--- src/rtl/rcpu_boot_pkg.sv ---
// Shared definitions for the boot loader.
// State encoding and default parameter values.
package rcpu_boot_pkg;

   localparam int DEF_DATA_W        = 16;
   localparam int DEF_ADDR_W        = 16;
   localparam int DEF_BASE_ADDR     = 0;
   localparam int DEF_MAX_WORDS     = 256;
   localparam int DEF_RELEASE_DELAY = 4;

   typedef enum logic [2:0] {
      S_IDLE    = 3'd0,
      S_LOAD    = 3'd1,
      S_CHECK   = 3'd2,
      S_RELEASE = 3'd3,
      S_RUN     = 3'd4,
      S_ERROR   = 3'd5
   } state_t;

endpackage

--- src/rtl/boot_loader.sv ---
// Streams an image into RAM, verifies a trailing checksum,
// then holds the CPU in reset for a fixed delay before releasing it.
module boot_loader
   import rcpu_boot_pkg::*;
#(
   parameter int DATA_W        = DEF_DATA_W,
   parameter int ADDR_W        = DEF_ADDR_W,
   parameter int BASE_ADDR     = DEF_BASE_ADDR,
   parameter int MAX_WORDS     = DEF_MAX_WORDS,
   parameter int RELEASE_DELAY = DEF_RELEASE_DELAY
)(
   input  logic              clk,
   input  logic              rst,
   input  logic              start,
   input  logic              inValid,
   output logic              inReady,
   input  logic [DATA_W-1:0] inData,
   input  logic              inLast,
   output logic              memWe,
   output logic [ADDR_W-1:0] memAddr,
   output logic [DATA_W-1:0] memWdata,
   output logic              cpuRst,
   output logic              busy,
   output logic              done,
   output logic              error,
   output logic [ADDR_W-1:0] wordCount
);

   // count is one bit wider so MAX_WORDS = 2^ADDR_W is reachable
   localparam int CW = ADDR_W + 1;
   localparam int RW = (RELEASE_DELAY > 1) ? $clog2(RELEASE_DELAY) : 1;

   state_t            state;
   state_t            nxt;
   logic [ADDR_W-1:0] addr;
   logic [DATA_W-1:0] sum;
   logic [CW-1:0]     cnt;
   logic [RW-1:0]     relCnt;
   logic              hs;
   logic              full;
   logic              wr;
   logic              init;

   assign hs   = inValid && inReady;
   assign full = (cnt == CW'(MAX_WORDS));
   assign wr   = (state == S_LOAD) && hs && (inLast || !full);
   assign init = start && (state == S_IDLE ||
                           state == S_RUN  ||
                           state == S_ERROR);

   assign wordCount = cnt[ADDR_W-1:0];

   // state register
   always_ff @(posedge clk or negedge rst) begin
      if (!rst) state <= S_IDLE;
      else      state <= nxt;
   end

   // next-state selection
   always_comb begin
      nxt = state;
      case (state)
         S_IDLE:    if (start) nxt = S_LOAD;
         S_LOAD:    if (hs) begin
                       if (inLast)    nxt = S_CHECK;
                       else if (full) nxt = S_ERROR;
                    end
         S_CHECK:   if (hs) nxt = (inData == sum) ? S_RELEASE : S_ERROR;
         S_RELEASE: if (relCnt == RW'(RELEASE_DELAY - 1)) nxt = S_RUN;
         S_RUN:     if (start) nxt = S_LOAD;
         S_ERROR:   if (start) nxt = S_LOAD;
         default:   nxt = S_IDLE;
      endcase
   end

   // status outputs decoded from state
   always_comb begin
      inReady = 1'b0;
      cpuRst  = 1'b1;
      busy    = 1'b0;
      done    = 1'b0;
      error   = 1'b0;
      case (state)
         S_LOAD:    begin inReady = 1'b1; busy = 1'b1; end
         S_CHECK:   begin inReady = 1'b1; busy = 1'b1; end
         S_RELEASE: busy = 1'b1;
         S_RUN:     begin cpuRst = 1'b0; done = 1'b1; end
         S_ERROR:   error = 1'b1;
         default:   ;
      endcase
   end

   // address, sum, count and RAM write port
   always_ff @(posedge clk or negedge rst) begin
      if (!rst) begin
         addr     <= ADDR_W'(BASE_ADDR);
         sum      <= '0;
         cnt      <= '0;
         memWe    <= 1'b0;
         memAddr  <= ADDR_W'(BASE_ADDR);
         memWdata <= '0;
      end else begin
         memWe <= wr;
         if (init) begin
            addr <= ADDR_W'(BASE_ADDR);
            sum  <= '0;
            cnt  <= '0;
         end else if (wr) begin
            memAddr  <= addr;
            memWdata <= inData;
            addr     <= addr + ADDR_W'(1);
            sum      <= sum + inData;
            cnt      <= cnt + CW'(1);
         end
      end
   end

   // cycles spent in release
   always_ff @(posedge clk or negedge rst) begin
      if (!rst)                    relCnt <= '0;
      else if (state == S_RELEASE) relCnt <= relCnt + RW'(1);
      else                         relCnt <= '0;
   end

endmodule

--- config.mk ---
export PLATFORM = sky130hd
export DESIGN_NAME = boot_loader
export DESIGN_NICKNAME = d
export VERILOG_FILES = /design/src/rtl/rcpu_boot_pkg.sv /design/src/rtl/boot_loader.sv
export SDC_FILE = /design/constraint.sdc
export NUM_CORES = 1
export LEC_CHECK = 0
export BUFFER_PORTS_ARGS = -buffer_cell sky130_fd_sc_hd__buf_2
export CORE_MARGIN = 2
export CORE_UTILIZATION = 37
export DETAILED_ROUTE_END_ITERATION = 8
export PLACE_DENSITY = 0.58
export SYNTH_ARGS = -nofsm -noshare
export SYNTH_HDL_FRONTEND = slang
export SYNTH_SLANG_ARGS = --single-unit
export TNS_END_PERCENT = 20
--- constraint.sdc ---
create_clock -name clk -period 4.8 [get_ports clk]
set_input_delay 0.48 -clock clk [delete_from_list [all_inputs] [get_ports clk]]
set_output_delay 0.48 -clock clk [all_outputs]
set_load 0.02 [all_outputs]
# == Word level (Yosys, flattened, before mapping) ==
# Index checks and enable logic that the tools add are counted.
# word_totals
regBits,87
elab_cells,61
out_inout_bits,54
in_bits,21
# op_classes
addsub,4
reduce_logical,15
eq_ne,13
mux,20
bitwise,1
# op_table
operator,n
$mux 16,4
$mux 17,2
$mux 3,7
$add 17x1->17 const B,1
$eq 17x9->1 const B,1
$add 16x1->16 const B,1
$add 16x16->16,1
$eq 16x16->1,1
$pmux 3 s4,1
$eq 3x2->1 const B,2
$eq 3x3->1 const B,2
$ne 2x2->1 const B,3
$reduce_or 3->1,2
$mux 1,5
$reduce_and 5->1,1
$logic_and 1x1->1,4
$eq 3x1->1 const B,1
$logic_not 3->1,1
$logic_or 1x1->1,3
$ne 3x3->1 const B,1
$add 2x1->2 const B,1
$eq 2x2->1 const B,1
$mux 2,1
$ne 2x1->1 const B,1
other kinds (5),5

# == Longest topological paths before layout ==
# Gate-level depths: netlist of run 1.
# depth
ltp_word,8
depth_mapped,10
ltp_nobuf,9

# == Worst setup path after synthesis of run 1 ==
# OpenSTA, ideal clock, no wires.
# synth_path
path_type,in2reg
startpoint,input port inData[0]
endpoint,register sum[12]
setup_time_ps,69
slack_ps,2450
required_ps,4731
t_arrival_ps,2281
path_buffers,0
path_stages,9
path_cell_list,ha_1 -> inv_1 -> fa_1 -> nor2b_1 -> o2111ai_1 -> a31oi_1 -> a31oi_1 -> or4_1 -> nand3_1
# synth_via
elab_chain_cells,3
# synth_lines
item,line_no,source
"start, declared",boot_loader.sv:17,"input logic [DATA_W-1:0] inData,"
$add 16x16->16,boot_loader.sv:112,sum <= sum + inData;
$mux 16,boot_loader.sv:108,end else if (wr) begin
$mux 16,boot_loader.sv:104,if (init) begin
"end signal, assigned",boot_loader.sv:112,
"end, declared",boot_loader.sv:36,logic [DATA_W-1:0] sum;
# Every way passes these cells. The select of a mux whose other input is x is not followed.
# A chain may end at the register's enable or synchronous reset.

# == Final worst setup path of run 1 ==
# layout_path
startpoint,register cnt[0]
endpoint,register sum[13]
# layout_via
elab_chain_cells,5
# layout_lines
item,line_no,source
"start, declared",boot_loader.sv:37,logic [CW-1:0] cnt;
"start signal, assigned",boot_loader.sv:113,cnt <= cnt + CW'(1);
$eq 17x9->1,boot_loader.sv:45,assign full = (cnt == CW'(MAX_WORDS));
$logic_not 1->1,boot_loader.sv:46,assign wr = (state == S_LOAD) && hs && (inLast || !full);
$logic_or 1x1->1,boot_loader.sv:46,
$logic_and 1x1->1,boot_loader.sv:46,
$reduce_bool 2->1 (no line),n/a,
# Every way passes these cells.

==> results of run 1 <==
area by class of cell:
class / count / share of cell area, %
Multi-Input combinational cell: 384 / 41.6
Sequential cell: 87 / 40.3
Timing Repair Buffer: 79 / 7.60
Clock buffer: 9 / 4.17
Tap cell: 172 / 3.98
Clock inverter: 7 / 1.44
Inverter: 13 / 0.903
routing by layer:
metal	global-route usage [%]	vias up
li1	-	1904
met1	23.5	1827
met2	24.7	87
met3	4.12	12
met4	5.96	0
met5	0	-
per-stage QoR:
stage / setup WS, ns / util (%) / power [uW] / hold WS (ns)
6_report: 1.66 / 43.2 / 2890 / 0.0520
5_1_grt: 1.31 / 43.2 / 3110 / 0.0742
4_1_cts: 1.63 / 43.2 / 2910 / 0.0615
3_5_place_dp: 1.66 / 40.7 / 2180 / 0.422
3_3_place_gp: 1.73 / 40.7 / 2160 / 0.420
2_1_floorplan: 2.45 / - / 1880 / 0.184
path summary, 6_finish.rpt:
path | end | slack, ns | cells past startpoint
max | sum[13] | 1.66 | 9
min | memWdata[8] | 0.05 | 1
max reg2reg | sum[13] | 1.66 | 9
min reg2reg | relCnt[0] | 0.43 | 1
max in group asynchronous | sum[15] | 3.64 | 2
min in group clk | memWdata[2] | 0.35 | 3
flip-flops by register name (all words and copies together), names as in the netlist:
name / cells
relCnt: 2
state: 3
cnt: 17
memWdata: 16
memWe: 1
memAddr: 16
sum: 16
addr: 16
cells in the final DEF (no fill, tap or decap), drive strengths merged, types with 4 or more instances in the layout:
| cell | n |
|---|---|
| nand2 | 135 |
| dfrtp | 87 |
| buf | 79 |
| nor2 | 32 |
| nand3 | 29 |
| o21ai | 28 |
| ha | 19 |
| inv | 16 |
| xor2 | 12 |
| a21oi | 12 |
| mux2i | 11 |
| xnor2 | 10 |
| nand4 | 9 |
| clkbuf | 9 |
| nor4 | 8 |
| o31ai | 7 |
| o211ai | 7 |
| a21o | 6 |
| and3 | 5 |
| or4 | 4 |
| a31oi | 4 |
| o2111ai | 4 |
| nor3 | 4 |
| nor3b | 4 |
cells by family (layout without fill, tap and decap cells):
family	after synthesis	after routing	share of synthesized area [%]
AOI/OAI and AO/OA	87	87	12.4
and+or+nand+nor	244	244	23.4
DFF	87	87	46.3
buffers and inverters	54	108	5.96
xor gates and xnor gates	22	22	4.09
adders and majority gates	20	20	5.48
muxes	11	11	2.34
power by group:
group / switching (uW) / leakage [uW] / internal (uW)
registers: 130 / 0.00116 / 897
logic: 729 / 0.00141 / 410
clock network: 312 / 0.000147 / 409
total: 1170 / 0.00272 / 1720
==> key figures, run 1 <==
Outcome
  – Status: finished clean

Setup path
  – Worst path bufs/invs: 3
  – Crit path DAT: 3.37 ns
  – Critical path cell sequence: inv_1 > ha_1 > nor4b_1 > nand4_1 > o211ai_4 > inv_1 > buf_4 > o2111a_1 > a211o_1
  – Crit-path max FO: 29
  – CP max stage cell: o211ai_4
  – Class of the most critical setup path: register to register
  – CP Capture Type: register
  – CP dominant cell by count: inv_1
  – Crit path largest cell delay: ~0.58 ns
  – Crit start category: register
  – Worst reg2reg startpoint: cnt[0]
  – CP delay by family, top: compound AO/OA/AOI/OAI gates
  – CP startpoint: cnt[0]
  – Critical Path RT: just over 5 ns

Floorplan
  – Core area: 12500 sq um
  – Rows: 41
  – Die Wd: 117 um
  – I/O Pins: 75
  – Die ar.: 13600 sq um
  – Die height: 117 um
  – Initial Utilization: 37.6%

GRT
  – Gr ovfl total: 0
  – Largest net degree at the start of global routing: 61
  – Initial antenna violation count: 0
  – Total GRT Usage: 16.6%
  – Vias in the first global route: roughly 3600
  – First-pass GRT wire length: 18000 um

Routing
  – First-pass detailed-route iteration total: 4
  – Number of routed nets with antenna violations: 0
  – Routed WL: 10800 um
  – Wire length per cell: 14.4 um
  – Via Count: between 3000 and 4000
  – Met2 Wirelength: 4720 um
  – Initial DRC Count: 292
  – DR top layer: met4
  – Met3 WL: 576 um
  – Routed vias/inst: 5.10
  – Residual DRC count: 0
  – Metal1 wirelength: approximately 5400 um

STA
  – Worst Max-Slew Pin Slew: 0.766 ns
  – Slew headroom: 48.9%
  – Fin. Hold Viols: 0
  – Final Skew: 0.00621 ns
  – Unrepaired setup endpoints after global routing: false
  – Fin crit share: 65.4%
  – Max Freq: 0.319 GHz
  – Setup violators final: 0
  – Slew Viols, Final: 0
  – Tmin final: ~3.1 ns
  – Final TNS setup: 0 ns

Place
  – IO Port Bufs: between 70 and 80
  – Dpl hpwl: between 7000 and 8000 um
  – Area after DPL: 5100 sq um
  – Placed insts: roughly 740
  – GPL Wtd Cong: 0.845

Clock network
  – CTS resizes: 0
  – Root buf cell: clkbuf_16
  – Clk sinks: 87
  – Hold buffers post-CTS: 0
  – CTS tree: yes
  – Setup bufs post-CTS: 0
  – H-tree depth: 3
  – Max clock buf depth: 2
  – Clk Latency, worst-skew pair: 0.34 ns
  – CTS Buf Count: 9
  – CTS clk-pin slew, worst paths: 0.07 ns

Synthesis
  – Yosys reg bits: 87
  – Synth top area cells: dfrtp_1 46%, nand2_1 11%, ha_1 5.1%
  – Synth Cell Area: 4710 sq um
  – Number of flops mapped to enable cells by yosys: 0
  – Top FF cell, synth: dfrtp_1
  – Largest area contributor in the synthesized netlist: dfrtp_1
  – Synth Warn #: 0
  – Synthesized area per cell: between 8 and 9 sq um
  – Post-synthesis cell count: approximately 530
  – Most numerous cell in the Yosys netlist: nand2_1
  – Count of different cell masters after synthesis: 52
  – Synth cell count leaders: 135 x nand2_1, 87 x dfrtp_1, 32 x nor2_1
  – Sequential share of the synthesized area: 46.3%
  – Synth top area share: about 46%
  – Net count after synthesis: 566
  – FFs w/ async S/R, synth: 100%

Finish
  – Register Area: 2180 sq um
  – Final net count: 615
  – Fin cells: 751
  – Share of layout cells above drive strength 1: between 10% and 20%
  – Synthesis-to-layout area growth: 14.8%
  – # fillers: around 1300
  – Multi-input gate area: 2250 sq um
  – Antenna cells: 0
  – Finished Cell Area: ~5400 sq um

Job
  – MaxCap Viol Count: 0

Power and ir drop
  – Power Dens Cells: 534 nW/um^2
  – Maximum VDD drop: 0.000203 V
  – Leak: 0.00272 uW

Worst hold path
  – Hold WC Path Type: input port to async pin
Power figures use the tool's default switching activity.
==> run 2, diff against run 1 <==
==> constraint.sdc (replaced) <==
create_clock -name clk -period 2.9 [get_ports clk]
set_input_delay 0.29 -clock clk [delete_from_list [all_inputs] [get_ports clk]]
set_output_delay 0.29 -clock clk [all_outputs]
set_load 0.02 [all_outputs]
==> key figures, run 2 (same netlist as run 1, synthesis figures left out) <==
Clock network
  – H-tree depth: 3 (unchanged)
  – Root buf cell: clkbuf_16
  – Clk sinks: 87 (unchanged)
  – CTS Buf Count: 9 (unchanged)
  – Hold buffers post-CTS: 0 (unchanged)
  – CTS tree: yes
  – CTS resizes: 0 (unchanged)
  – Clk Latency, worst-skew pair: 0.34 ns (about the same)
  – CTS clk-pin slew, worst paths: 0.06 ns (about the same)
  – Setup bufs post-CTS: 0 (unchanged)
  – Max clock buf depth: 2 (unchanged)

Setup path
  – Worst reg2reg startpoint: cnt[0]
  – Register-to-Register Path Depth: 9 (unchanged)
  – Crit-path max FO: 23 (-21%)
  – Crit start category: register
  – Critical Path RT: 3.16 ns (-1.87 ns)
  – Crit path DAT: 2.87 ns (-0.50 ns)
  – Crit path largest cell delay: 0.57 ns (about the same)
  – Crit Reg-Reg Endpoint: cnt[6]
  – R2R setup slack: 0.29 ns (-1.37 ns)
  – CP Capture Type: register
  – Class of the most critical setup path: register to register
  – Critical path cell sequence: inv_1 > ha_1 > nor4b_1 > nand4_1 > o211ai_4 > inv_1 > nand3_1 > or3_1 > a21oi_1
  – CP dominant cell by count: inv_1
  – CP max stage cell: inv_1

STA
  – Fin. Hold Viols: 47 (+47)
  – Worst Max-Slew Pin Slew: 0.750 ns (-0.0158 ns)
  – Setup violators final: 0 (unchanged)
  – Setup ws final: 0.290 ns (-1.37 ns)
  – Slew headroom: 49.9% (+1.0 points)
  – Unrepaired setup endpoints after global routing: false
  – Hold slack: -0.0353 ns (-0.0873 ns)
  – Fin crit share: 90.0% (+25 points)
  – Tmin final: 2.61 ns (-0.528 ns)
  – Final TNS setup: 0 ns (unchanged)
  – Slew Viols, Final: 0 (unchanged)
  – Final Skew: 0.00608 ns (-0.000135 ns)
  – Max Freq: 0.383 GHz (+20%)

Power and ir drop
  – Leak: 0.00275 uW (+1.4%)
  – Clock network power share: 25.3% (+0.3 points)
  – Power Dens Cells: 890 nW/um^2 (+67%)
  – Pint: 2960 uW (+73%)
  – Switch share: 39.0% (-1.6 points)
  – Net Sw Power: 1890 uW (+62%)
  – Sequential share of power: 34.8% (-0.8 points)
  – Maximum VDD drop: 0.000445 V (+120%)
  – Logic pwr share: 39.9% (+0.5 points)

Routing
  – Wire length per cell: 14.3 um (-0.79%)
  – Routed WL: 10800 um (-0.13%)
  – Routed vias/inst: 5.09 (-0.22%)
  – Residual DRC count: 0 (unchanged)
  – Initial DRC Count: 252 (-14%)
  – First-pass detailed-route iteration total: 4 (unchanged)
  – Number of routed nets with antenna violations: 0 (unchanged)
  – Via Count: 3847 (+0.44%)

Finish
  – Most common cell after layout, fill and taps aside: nand2_1
  – Fin cells: 756 (+0.67%)
  – Synthesis-to-layout area growth: 16.0%
  – Largest register by flop count: cnt
  – Share of layout cells above drive strength 1: 17.3% (+0.54 points)
  – Largest register FFs: 17 (unchanged)
  – Commonest non-fill, non-tap cells in the layout: 135 x nand2_1, 87 x dfrtp_1, 73 x buf_2
  – Antenna cells: 0 (unchanged)
  – Final net count: 621 (+0.98%)
  – Finished Cell Area: 5460 sq um (+1.0%)

Outcome
  – Failing checks: negative hold slack
  – Status: finished with violations

Floorplan
  – Die height: 117 um (unchanged)
  – Core area: 12500 sq um (unchanged)
  – I/O Pins: 75 (unchanged)
  – Initial Utilization: 37.6% (unchanged)
  – Rows: 41 (unchanged)
  – Die Wd: 117 um (unchanged)
  – Die ar.: 13600 sq um (unchanged)

GRT
  – Initial antenna violation count: 0 (unchanged)
  – Total GRT Usage: 16.8% (+0.17 points)
  – Vias in the first global route: 3592 (+0.59%)
  – Gr ovfl total: 0 (unchanged)
  – First-pass GRT wire length: 18000 um (+0.19%)
  – Largest net degree at the start of global routing: 61 (unchanged)

Worst hold path
  – Hold WC Path Type: input port to async pin

Place
  – GPL Wtd Cong: 0.844 (-0.14%)
  – Placed insts: 741 (+0.82%)
  – Dpl hpwl: 7690 um (+3.3%)
  – Post-place setup slack: 0.300 ns (-1.36 ns)
  – Area after DPL: 5140 sq um (+0.88%)
  – IO Port Bufs: 74 (unchanged)

Job
  – MaxCap Viol Count: 0 (unchanged)
-- run 2: power by group through the flow --
stage          combinational (uW)  sequential, uW  clock, uW
2_1_floorplan                1300            1810          0
3_3_place_gp                 1910            1690          0
3_5_place_dp                 1940            1710          0
4_1_cts                      1950            1690       1250
5_1_grt                      2160            1730       1300
6_report                     1940            1690       1230
-- run 2: stage by stage --
step / total power (uW) / utilization, %
2_1_floorplan: 3110 / -
3_3_place_gp: 3610 / 41.1
3_5_place_dp: 3650 / 41.1
4_1_cts: 4900 / 43.6
5_1_grt: 5200 / 43.6
6_report: 4860 / 43.6
-- run 2: metal layers --
metal	global-route usage (%)	vias to the layer above	wire, um
met1	24.3	1831	5510
met4	6.82	0	192
met2	24.8	77	4730
met5	0	-	0
met3	2.99	14	391
li1	-	1925	-
-- run 2: area by class of cell --
cell class                 instances  area (sq um)
fill                            1261          7060
tap                              172           215
sequential                        87          2180
timing repair buffer              85           455
clock buffer                      11           243
multi-input combinational        384          2250
inverter                          13          48.8
clock inverter                     4          70.1
-- run 2: worst max-delay path by stage --
stage	from	end	slack, ns	depth (start not counted)
final	cnt[0]	cnt[6]	0.29	9
after global routing	cnt[0]	cnt[6]	0.05	9
after CTS	cnt[0]	cnt[6]	0.28	9
after detailed placement	cnt[0]	cnt[6]	0.30	9
after global placement	cnt[0]	cnt[6]	0.45	9
after floorplan	sum[0]	sum[12]	0.70	9
-- run 2: critical path: cells and delay by family, from the launching register on --
| family | cells | cell delay, ns |
|---|---|---|
| buffers and inverters | 2 | 0.63 |
| flip-flops | 1 | 0.42 |
| adder cells (fa/ha/maj) | 1 | 0.19 |
| AO/OA/AOI/OAI | 2 | 0.26 |
| AND/OR/NAND/NOR | 4 | 1.02 |
